==> src/rtl/chip_prog_pkg.sv <==
// Shared definitions for the serial programming link between the FPGA model
// and the chip-side receiver.
package chip_prog_pkg;

  localparam int FRAME_BITS = 5;
  localparam int HDR_BITS   = 2;
  localparam int GAIN_W     = FRAME_BITS - HDR_BITS;

  localparam logic [HDR_BITS-1:0] HDR_VAL = 2'b00;

  typedef enum logic [1:0] {
    sIDLE  = 2'd0,
    sSHIFT = 2'd1,
    sCHECK = 2'd2,
    sDONE  = 2'd3
  } state_t;

  function automatic logic hdr_ok(input logic [FRAME_BITS-1:0] frame);
    return frame[FRAME_BITS-1 -: HDR_BITS] == HDR_VAL;
  endfunction

endpackage

==> src/rtl/chip_prog_rx_sync_edge_det.sv <==
// Multi-flop synchronizer with a registered level and a one-cycle rising-edge
// pulse aligned to that level.
module sync_edge_det #(
  parameter int   DEPTH   = 2,
  parameter logic RST_VAL = 1'b0
) (
  input  logic clk,
  input  logic reset,
  input  logic d,
  output logic level,
  output logic rise
);

  logic [DEPTH-1:0] sync_r;
  logic             level_r;
  logic             rise_r;

  // Synchronizer chain, previous-level flop and edge pulse register
  always_ff @(posedge clk) begin
    if (reset) begin
      sync_r  <= {DEPTH{RST_VAL}};
      level_r <= RST_VAL;
      rise_r  <= 1'b0;
    end else begin
      sync_r  <= {sync_r[DEPTH-2:0], d};
      level_r <= sync_r[DEPTH-1];
      rise_r  <= sync_r[DEPTH-1] & ~level_r;
    end
  end

  assign level = level_r;
  assign rise  = rise_r;

endmodule

==> src/rtl/chip_prog_rx.sv <==
// Chip-side receiver: oversamples sclk/sdin, shifts in one programming frame,
// checks its header and latches the amplifier gain.
module chip_prog_rx
  import chip_prog_pkg::*;
#(
  parameter int SYNC_STAGES = 2,
  parameter int TIMEOUT     = 64
) (
  input  logic              i_mainclk,
  input  logic              i_reset,
  input  logic              i_sclk,
  input  logic              i_sdin,
  output logic [GAIN_W-1:0] o_gainA1,
  output logic              o_ready,
  output logic              o_hdr_err
);

  localparam int BC_W = $clog2(FRAME_BITS + 1);
  localparam int TO_W = $clog2(TIMEOUT + 1);
  localparam logic [BC_W-1:0] BC_PENULT = BC_W'(FRAME_BITS - 1);
  localparam logic [TO_W-1:0] TO_MAX    = TO_W'(TIMEOUT);

  state_t                  state_r, state_nx_s;
  logic                    rise_s, sdin_s;
  logic                    start_s, bit_s, last_s, abort_s;
  logic [FRAME_BITS-1:0]   shift_r;
  logic [BC_W-1:0]         bitcnt_r;
  logic [TO_W-1:0]         tocnt_r;
  logic [GAIN_W-1:0]       gain_r;
  logic                    ready_r, hdr_err_r;
  logic                    pend_r, pend_bit_r;

  sync_edge_det #(.DEPTH(SYNC_STAGES), .RST_VAL(1'b1)) u_sclk_sync (
    .clk   (i_mainclk),
    .reset (i_reset),
    .d     (i_sclk),
    .level (),
    .rise  (rise_s)
  );

  sync_edge_det #(.DEPTH(SYNC_STAGES), .RST_VAL(1'b0)) u_sdin_sync (
    .clk   (i_mainclk),
    .reset (i_reset),
    .d     (i_sdin),
    .level (sdin_s),
    .rise  ()
  );

  // A rise caught during sCHECK is replayed as the first bit of the next frame
  assign start_s = rise_s | pend_r;
  assign bit_s   = pend_r ? pend_bit_r : sdin_s;
  assign last_s  = rise_s && (bitcnt_r == BC_PENULT);
  assign abort_s = !rise_s && (tocnt_r == TO_MAX);

  // State register
  always_ff @(posedge i_mainclk) begin
    if (i_reset) begin
      state_r <= sIDLE;
    end else begin
      state_r <= state_nx_s;
    end
  end

  // Next-state decode
  always_comb begin
    state_nx_s = state_r;
    case (state_r)
      sIDLE, sDONE: begin
        if (start_s) begin
          state_nx_s = sSHIFT;
        end else begin
          state_nx_s = state_r;
        end
      end
      sSHIFT: begin
        if (last_s) begin
          state_nx_s = sCHECK;
        end else if (abort_s) begin
          state_nx_s = ready_r ? sDONE : sIDLE;
        end else begin
          state_nx_s = sSHIFT;
        end
      end
      sCHECK: begin
        if (hdr_ok(shift_r)) begin
          state_nx_s = sDONE;
        end else begin
          state_nx_s = sIDLE;
        end
      end
      default: state_nx_s = sIDLE;
    endcase
  end

  // Shift register, counters, pending edge and registered outputs
  always_ff @(posedge i_mainclk) begin
    if (i_reset) begin
      shift_r    <= '0;
      bitcnt_r   <= '0;
      tocnt_r    <= '0;
      gain_r     <= '0;
      ready_r    <= 1'b0;
      hdr_err_r  <= 1'b0;
      pend_r     <= 1'b0;
      pend_bit_r <= 1'b0;
    end else begin
      case (state_r)
        sIDLE, sDONE: begin
          if (start_s) begin
            shift_r  <= {{(FRAME_BITS-1){1'b0}}, bit_s};
            bitcnt_r <= BC_W'(1);
            tocnt_r  <= '0;
            pend_r   <= 1'b0;
          end
        end
        sSHIFT: begin
          if (rise_s) begin
            shift_r  <= {shift_r[FRAME_BITS-2:0], sdin_s};
            bitcnt_r <= bitcnt_r + BC_W'(1);
            tocnt_r  <= '0;
          end else if (abort_s) begin
            shift_r  <= '0;
            bitcnt_r <= '0;
            tocnt_r  <= '0;
          end else begin
            tocnt_r  <= tocnt_r + TO_W'(1);
          end
        end
        sCHECK: begin
          if (hdr_ok(shift_r)) begin
            gain_r    <= shift_r[GAIN_W-1:0];
            ready_r   <= 1'b1;
            hdr_err_r <= 1'b0;
          end else begin
            hdr_err_r <= 1'b1;
          end
          if (rise_s) begin
            pend_r     <= 1'b1;
            pend_bit_r <= sdin_s;
          end
        end
        default: begin
          shift_r  <= '0;
          bitcnt_r <= '0;
        end
      endcase
    end
  end

  assign o_gainA1  = gain_r;
  assign o_ready   = ready_r;
  assign o_hdr_err = hdr_err_r;

endmodule

==> config.mk <==
export PLATFORM = sky130hd
export DESIGN_NAME = chip_prog_rx
export DESIGN_NICKNAME = d
export VERILOG_FILES = /design/src/rtl/chip_prog_pkg.sv /design/src/rtl/chip_prog_rx_sync_edge_det.sv /design/src/rtl/chip_prog_rx.sv
export SDC_FILE = /design/constraint.sdc
export NUM_CORES = 1
export LEC_CHECK = 0
export ABC_AREA = 1
export CORE_MARGIN = 10
export CORE_UTILIZATION = 30
export CTS_CLUSTER_DIAMETER = 30
export DETAILED_ROUTE_END_ITERATION = 10
export PLACE_DENSITY = 0.51
export SLEW_MARGIN = 20
export SYNTH_ARGS = -nofsm -noshare
export SYNTH_HDL_FRONTEND = slang
export SYNTH_SLANG_ARGS = --single-unit
==> constraint.sdc <==
create_clock -name i_mainclk -period 3.8 [get_ports i_mainclk]
set_input_delay 0.76 -clock i_mainclk [delete_from_list [all_inputs] [get_ports i_mainclk]]
set_output_delay 0.76 -clock i_mainclk [all_outputs]
set_load 0.1 [all_outputs]
# After elaboration in Yosys (flattened, before gate mapping)
# Index checks and enable logic that the tools add are counted.
# Widths: inputs -> output; s select.
word_totals:
  out_inout_bits: 5
  reg_bits: 31
  inputBits: 4
classes:
  n_bitwise: 3
  n_reduce_logical: 13
  n_addsub: 2
  eq_ne: 8
  n_mux: 23
op_table:
  columns: ["operator", "n"]
  rows:
  - ["$mux 7", 3]
  - ["$mux 5", 3]
  - ["$pmux 7 s2", 1]
  - ["$mux 2", 5]
  - ["$pmux 5 s2", 1]
  - ["$mux 3", 3]
  - ["$add 7x1->7 const B", 1]
  - ["$eq 7x7->1 const B", 1]
  - ["$pmux 2 s3", 1]
  - ["$pmux 3 s2", 1]
  - ["$reduce_and 2->1", 3]
  - ["$reduce_and 3->1", 2]
  - ["$eq 2x2->1 const B", 2]
  - ["$logic_not 2->1", 2]
  - ["$mux 1", 4]
  - ["$reduce_bool 2->1", 2]
  - ["$add 3x1->3 const B", 1]
  - ["$eq 3x3->1 const B", 1]
  - ["$ne 3x2->1 const B", 1]
  - ["$eq 2x1->1 const B", 1]
  - ["$logic_and 1x1->1", 2]
  - ["$ne 2x1->1 const B", 1]
  - ["$ne 2x2->1 const B", 1]
  - ["$pmux 1 s2", 1]
  - ["5 further kinds", 5]

# Longest topological paths before layout
depth:
  word_depth: 5
  ltp_mapped: 10
  mapped_depth_nobuf: 10

# Cells and area by module
# From an unflattened synthesis, not the netlist that was laid out.
hier_totals:
  cells_unflattened: 164
  area_unflattened_um2: 1388.8
modules_own_cells:
  columns: ["module", "instances", "cells_per_inst", "area_each_um2"]
  rows:
  - ["chip_prog_rx", 1, 142, 1166.1]
  - ["sync_edge_det (u_sdin_sync)", 1, 12, 115.1]
  - ["sync_edge_det (u_sclk_sync)", 1, 10, 107.6]

# Worst setup path after synthesis
# Ideal clock, no wire load.
synth_timing:
  kind: "reg-to-output"
  start: "register ready_r (netlist: o_ready)"
  end: "output port o_ready"
  stages_incl_launch_ff: 1
  t_arrival_ps: 957
  slack_ps: 2083
  path_buffers: 0
  required_time_ps: 3040
  cell_sequence: "dfxtp_1"
synth_rtl:
  columns: ["item", "line", "source"]
  rows:
  - ["start, declared", "chip_prog_rx.sv:30", "logic ready_r, hdr_err_r;"]
  - ["start signal, assigned", "chip_prog_rx.sv:102", "ready_r <= 1'b0;"]
  - ["start signal, assigned", "chip_prog_rx.sv:132", "ready_r <= 1'b1;"]
  - ["end, declared", "chip_prog_rx.sv:14", "output logic o_ready,"]
# No word-level cell between the ends.

# Worst setup path after layout
layout_timing:
  start: "register ready_r (netlist: o_ready)"
  end: "output port o_ready"
# No word-level cell between the ends.

==> impl_summary.md <==
CTS
Buffers inserted during clock tree synthesis total 5. Counting every sink on the clock net gives 31. The number of gates resized after CTS is 0. The later pin in the worst-skew pair is clocked with a latency of 280 ps. After clock tree synthesis, the clock-pin slew on the worst setup and hold paths is 60 ps. The cell sitting at the root of the clock tree is a sky130_fd_sc_hd__clkbuf_8. Buffers added to address setup during post-CTS repair amount to 0. The CTS tree is built. The buffer levels on the longest clock path is 2. The CTS H-tree depth is 2. The quantity of hold-fixing buffers added after cts is 0.

Worst setup path
Data on the critical path is required at its endpoint by 3040 ps. Grouping stages by cell kind, the critical path spends the most delay in buffers and inverters. Measured in cells, the most critical reg-to-reg path has a length of 7. Walking the worst path, the cells encountered are clkdlybuf4s50_1. The largest stage delay on the critical path is 1160 ps.

The launching instance or port of the critical path is o_ready. STA classifies the critical path startpoint as a flip-flop. The critical path class is reg -> out. Across all register-to-register paths, the minimum setup slack is 2140 ps. The slowest stage of the critical path is the sky130_fd_sc_hd__clkdlybuf4s50_1 cell.

The data arrival time of the critical path is 1810 ps. In this run the number of cells on the critical path is 1. The critical-path maximum fanout is 4. STA classifies the critical path endpoint as a primary output.

The worst register-to-register path begins at state_r[0]. Together, buffers and inverters on the worst path number 1. The end of the worst register-to-register path is tocnt_r[5].

Timing
The worst slew margin relative to its limit is 34.9%. The number of setup violations in the final report is 0. Setup repair after global routing left no endpoint under its margin. Across the routed clock network, the largest skew measured is 3.56 ps. The total negative slack is 0 ps. The part of the cycle the worst path needs is 67.7%. The transition time at the pin with the least slew margin is 974 ps. Counting I/O delays and the setup requirement, the final critical path takes 2570 ps. The highest clock rate is 0.389 GHz.

The number of pins with negative max-slew slack in the final report is 0. The count of final hold-check violations is 0.

Detailed routing
For this run, design rule violations remaining after detail routing come to 0. In the routed layout, each cell is associated on average with a via count of 4.54. The total via count after detailed routing is 1122.

The wire length per cell is 10.7 um. For this block, the initial DRC count from the detailed router was 52. The final layout contains routed wiring with a total length of 2650 um. The post-route antenna net violation count is 0. The count of TritonRoute iterations in the first routing pass is 4.

Synthesis
Among all flip-flop cells after synthesis, the most frequent one is sky130_fd_sc_hd__dfxtp_1. After synthesis, the cell types taking the most area are sky130_fd_sc_hd__dfxtp_1 43%, sky130_fd_sc_hd__inv_1 6.3%, sky130_fd_sc_hd__nand2_1 6.3%, sky130_fd_sc_hd__nor2_1 6.3%, sky130_fd_sc_hd__ha_1 5.2%. The most numerous cell in the Yosys netlist is sky130_fd_sc_hd__dfxtp_1. The count of different cell masters after synthesis is 28.

The leading area contributor after synthesis is sky130_fd_sc_hd__dfxtp_1. The number of cells produced by synthesis is 180. Ranked by instance count, the synthesized netlist is headed by 31 x sky130_fd_sc_hd__dfxtp_1, 24 x sky130_fd_sc_hd__inv_1, 24 x sky130_fd_sc_hd__nand2_1, 24 x sky130_fd_sc_hd__nor2_1, 13 x sky130_fd_sc_hd__o21ai_0. Of the synthesized area, sequential elements account for 43.2%.

Yosys printed 0 warnings. The number of flops mapped to enable cells by yosys is 0. The average instance area after synthesis is 7.98 um^2.

Counting flops and latches in the post-synthesis netlist gives 31. The number of nets handed over by synthesis was 190. The synthesized netlist occupies a cell area of 1440 um^2. The top cell type by area accounts for 43.2% of the synthesized area. The proportion of synthesized flip-flops having asynchronous set or reset is 0%.

Job
The reported max-cap violation count is 0.

Layout
The area growth from synthesis to layout is 16.6%. At the end of the flow, the number of nets in the layout was 202. Summing all non-filler instances in the final layout gives an area of 1670 um^2. The fill cell instance count of the final layout is 518. The repair_antennas step left the layout with diodes totalling 0.

The fraction of final layout cells with drive strength greater than 1 is 19.7%.

Power
The share of total power dissipated in combinational logic is 12.5%. Of the total power, the share spent switching nets is 24.7%. The net load switching power is 0.192 mW. Cell internal power was estimated by the tool at 0.584 mW. Per report_power, the clock group accounts for 42.9% of the total. The sequential power share is 44.7%.

Power spread over the standard cell area amounts to 463 nW/um^2. The static leakage is 0.634 nW. The peak ir drop on the vdd network is 0.000233 V.

The overall power of the completed layout is 0.776 mW.

GRT
Entering global routing, the biggest net connects 16 pins. The overall overflow remaining after global route is 0. The first global-routing pass estimated 4910 um of wire.

Global routing used 7.75% of the available tracks across all layers. The number of antenna violations at the first check in global routing is 0. The number of global-route vias before repair is 1153.

Die
The total number of placement rows is 25. The height of the die is 89.2 um. The die covers 7960 um^2. The die is 89.2 um wide. In this run the standard cell core region covers 4690 um^2. The boundary pin count is 9.

The initial core utilization is 30.6%.

Outcome
The flow ran to the end, and the final reports show no timing, DRC or antenna violations.

Worst hold path
Along the worst hold path, the cell count comes to 1. The source of the worst hold timing path is u_sclk_sync.level. The classification of the worst-slack hold path is reg -> reg.

The worst min-delay path endpoint is u_sclk_sync.rise.

Placed design
Summing all placed instances gives a cell area of 1560 um^2. The half-perimeter wire length of the detailed placement result is 1910 um. The quantity of I/O buffers inserted on ports is 8. The global placer's final weighted congestion is 0.802.
metrics by stage:
step / hold slack, ps / cells / setup slack (ps) / utilization, %
floorplan: 374 / 180 / 2080 / -
global placement: 380 / 239 / 1380 / 33.2
detailed placement: 378 / 239 / 1330 / 33.2
CTS: 390 / 247 / 1220 / 35.7
global route: 419 / 247 / 1170 / 35.7
finish: 392 / 247 / 1230 / 35.7
power by group through the flow:
stage	clock network, mW	logic [mW]	registers [mW]
2_1_floorplan	0	0.0861	0.352
3_3_place_gp	0	0.0983	0.354
3_5_place_dp	0	0.0975	0.354
4_1_cts	0.344	0.0980	0.347
5_1_grt	0.360	0.110	0.348
6_report	0.332	0.0968	0.347
kinds of logic (layout without fill, tap and decap cells):
family                     after synthesis  count (layout)  synth area share (%)
xor gates and xnor gates                 1               1                 0.610
AOI/OAI and AO/OA                       40              40                  17.7
adders and majority gates                6               6                  5.23
DFF                                     31              31                  43.2
buffers and inverters                   29              42                  8.71
and+or+nand+nor                         73              73                  24.6
registers in the layout, indices dropped and copies added (netlist names):
signal,cells
u_sdin_sync.level,1
shift_r,5
o_hdr_err,1
bitcnt_r,3
state_r,2
u_sclk_sync.level,1
tocnt_r,7
o_gainA1,3
o_ready,1
pend_r,1
u_sdin_sync.sync_r,2
pend_bit_r,1
u_sclk_sync.sync_r,2
u_sclk_sync.rise,1
worst max-delay path by stage:
stage	slack (ps)	endpoint
after floorplan	2080	o_ready
after global placement	1380	tocnt_r[5]
after detailed placement	1330	tocnt_r[5]
after CTS	1220	o_ready
after global routing	1170	o_ready
final	1230	o_ready
cell type report:
class,instances,area (um^2),area share (%)
Sequential cell,31,621,37.1
Clock inverter,2,35.0,2.09
Tap cell,54,67.6,4.04
Inverter,26,97.6,5.83
Multi-Input combinational cell,120,691,41.3
Timing Repair Buffer,8,80.1,4.78
Clock buffer,6,82.6,4.93
cell usage in the layout (no fill, tap or decap):
master | netlist | final
sky130_fd_sc_hd__xnor2_1 | 1 | 1
sky130_fd_sc_hd__nand2_2 | 7 | 7
sky130_fd_sc_hd__nor2_1 | 24 | 24
sky130_fd_sc_hd__or2_2 | 2 | 2
sky130_fd_sc_hd__nor4_1 | 1 | 1
sky130_fd_sc_hd__nand2_4 | 1 | 1
sky130_fd_sc_hd__inv_1 | 24 | 24
sky130_fd_sc_hd__bufinv_16 | 0 | 1
sky130_fd_sc_hd__nor2_2 | 3 | 3
sky130_fd_sc_hd__clkbuf_8 | 0 | 6
sky130_fd_sc_hd__o21ba_2 | 1 | 1
sky130_fd_sc_hd__nand3_4 | 1 | 1
sky130_fd_sc_hd__nor3_1 | 2 | 2
sky130_fd_sc_hd__o211ai_1 | 1 | 1
sky130_fd_sc_hd__inv_2 | 2 | 2
sky130_fd_sc_hd__ha_1 | 6 | 6
sky130_fd_sc_hd__clkinv_2 | 0 | 1
sky130_fd_sc_hd__o22ai_1 | 1 | 1
sky130_fd_sc_hd__nand3_1 | 5 | 5
sky130_fd_sc_hd__a21oi_2 | 7 | 7
sky130_fd_sc_hd__and3_1 | 1 | 1
sky130_fd_sc_hd__nor2_4 | 1 | 1
sky130_fd_sc_hd__clkdlybuf4s50_1 | 0 | 8
sky130_fd_sc_hd__dfxtp_1 | 31 | 31
sky130_fd_sc_hd__a21oi_1 | 12 | 12
sky130_fd_sc_hd__o21ai_2 | 4 | 4
sky130_fd_sc_hd__o21ai_0 | 13 | 13
sky130_fd_sc_hd__nand2_1 | 24 | 24
sky130_fd_sc_hd__a311oi_1 | 1 | 1
sky130_fd_sc_hd__nor3_2 | 1 | 1
per-layer routing:
metal	up-vias	track usage (%)	part of all wire, %
li1	600	-	-
met1	503	9.45	51
met2	15	11.9	43
met3	4	3.10	5.5
met4	0	3.03	1.1
met5	-	0	0
No activity file was read; power rests on OpenSTA's default activity.
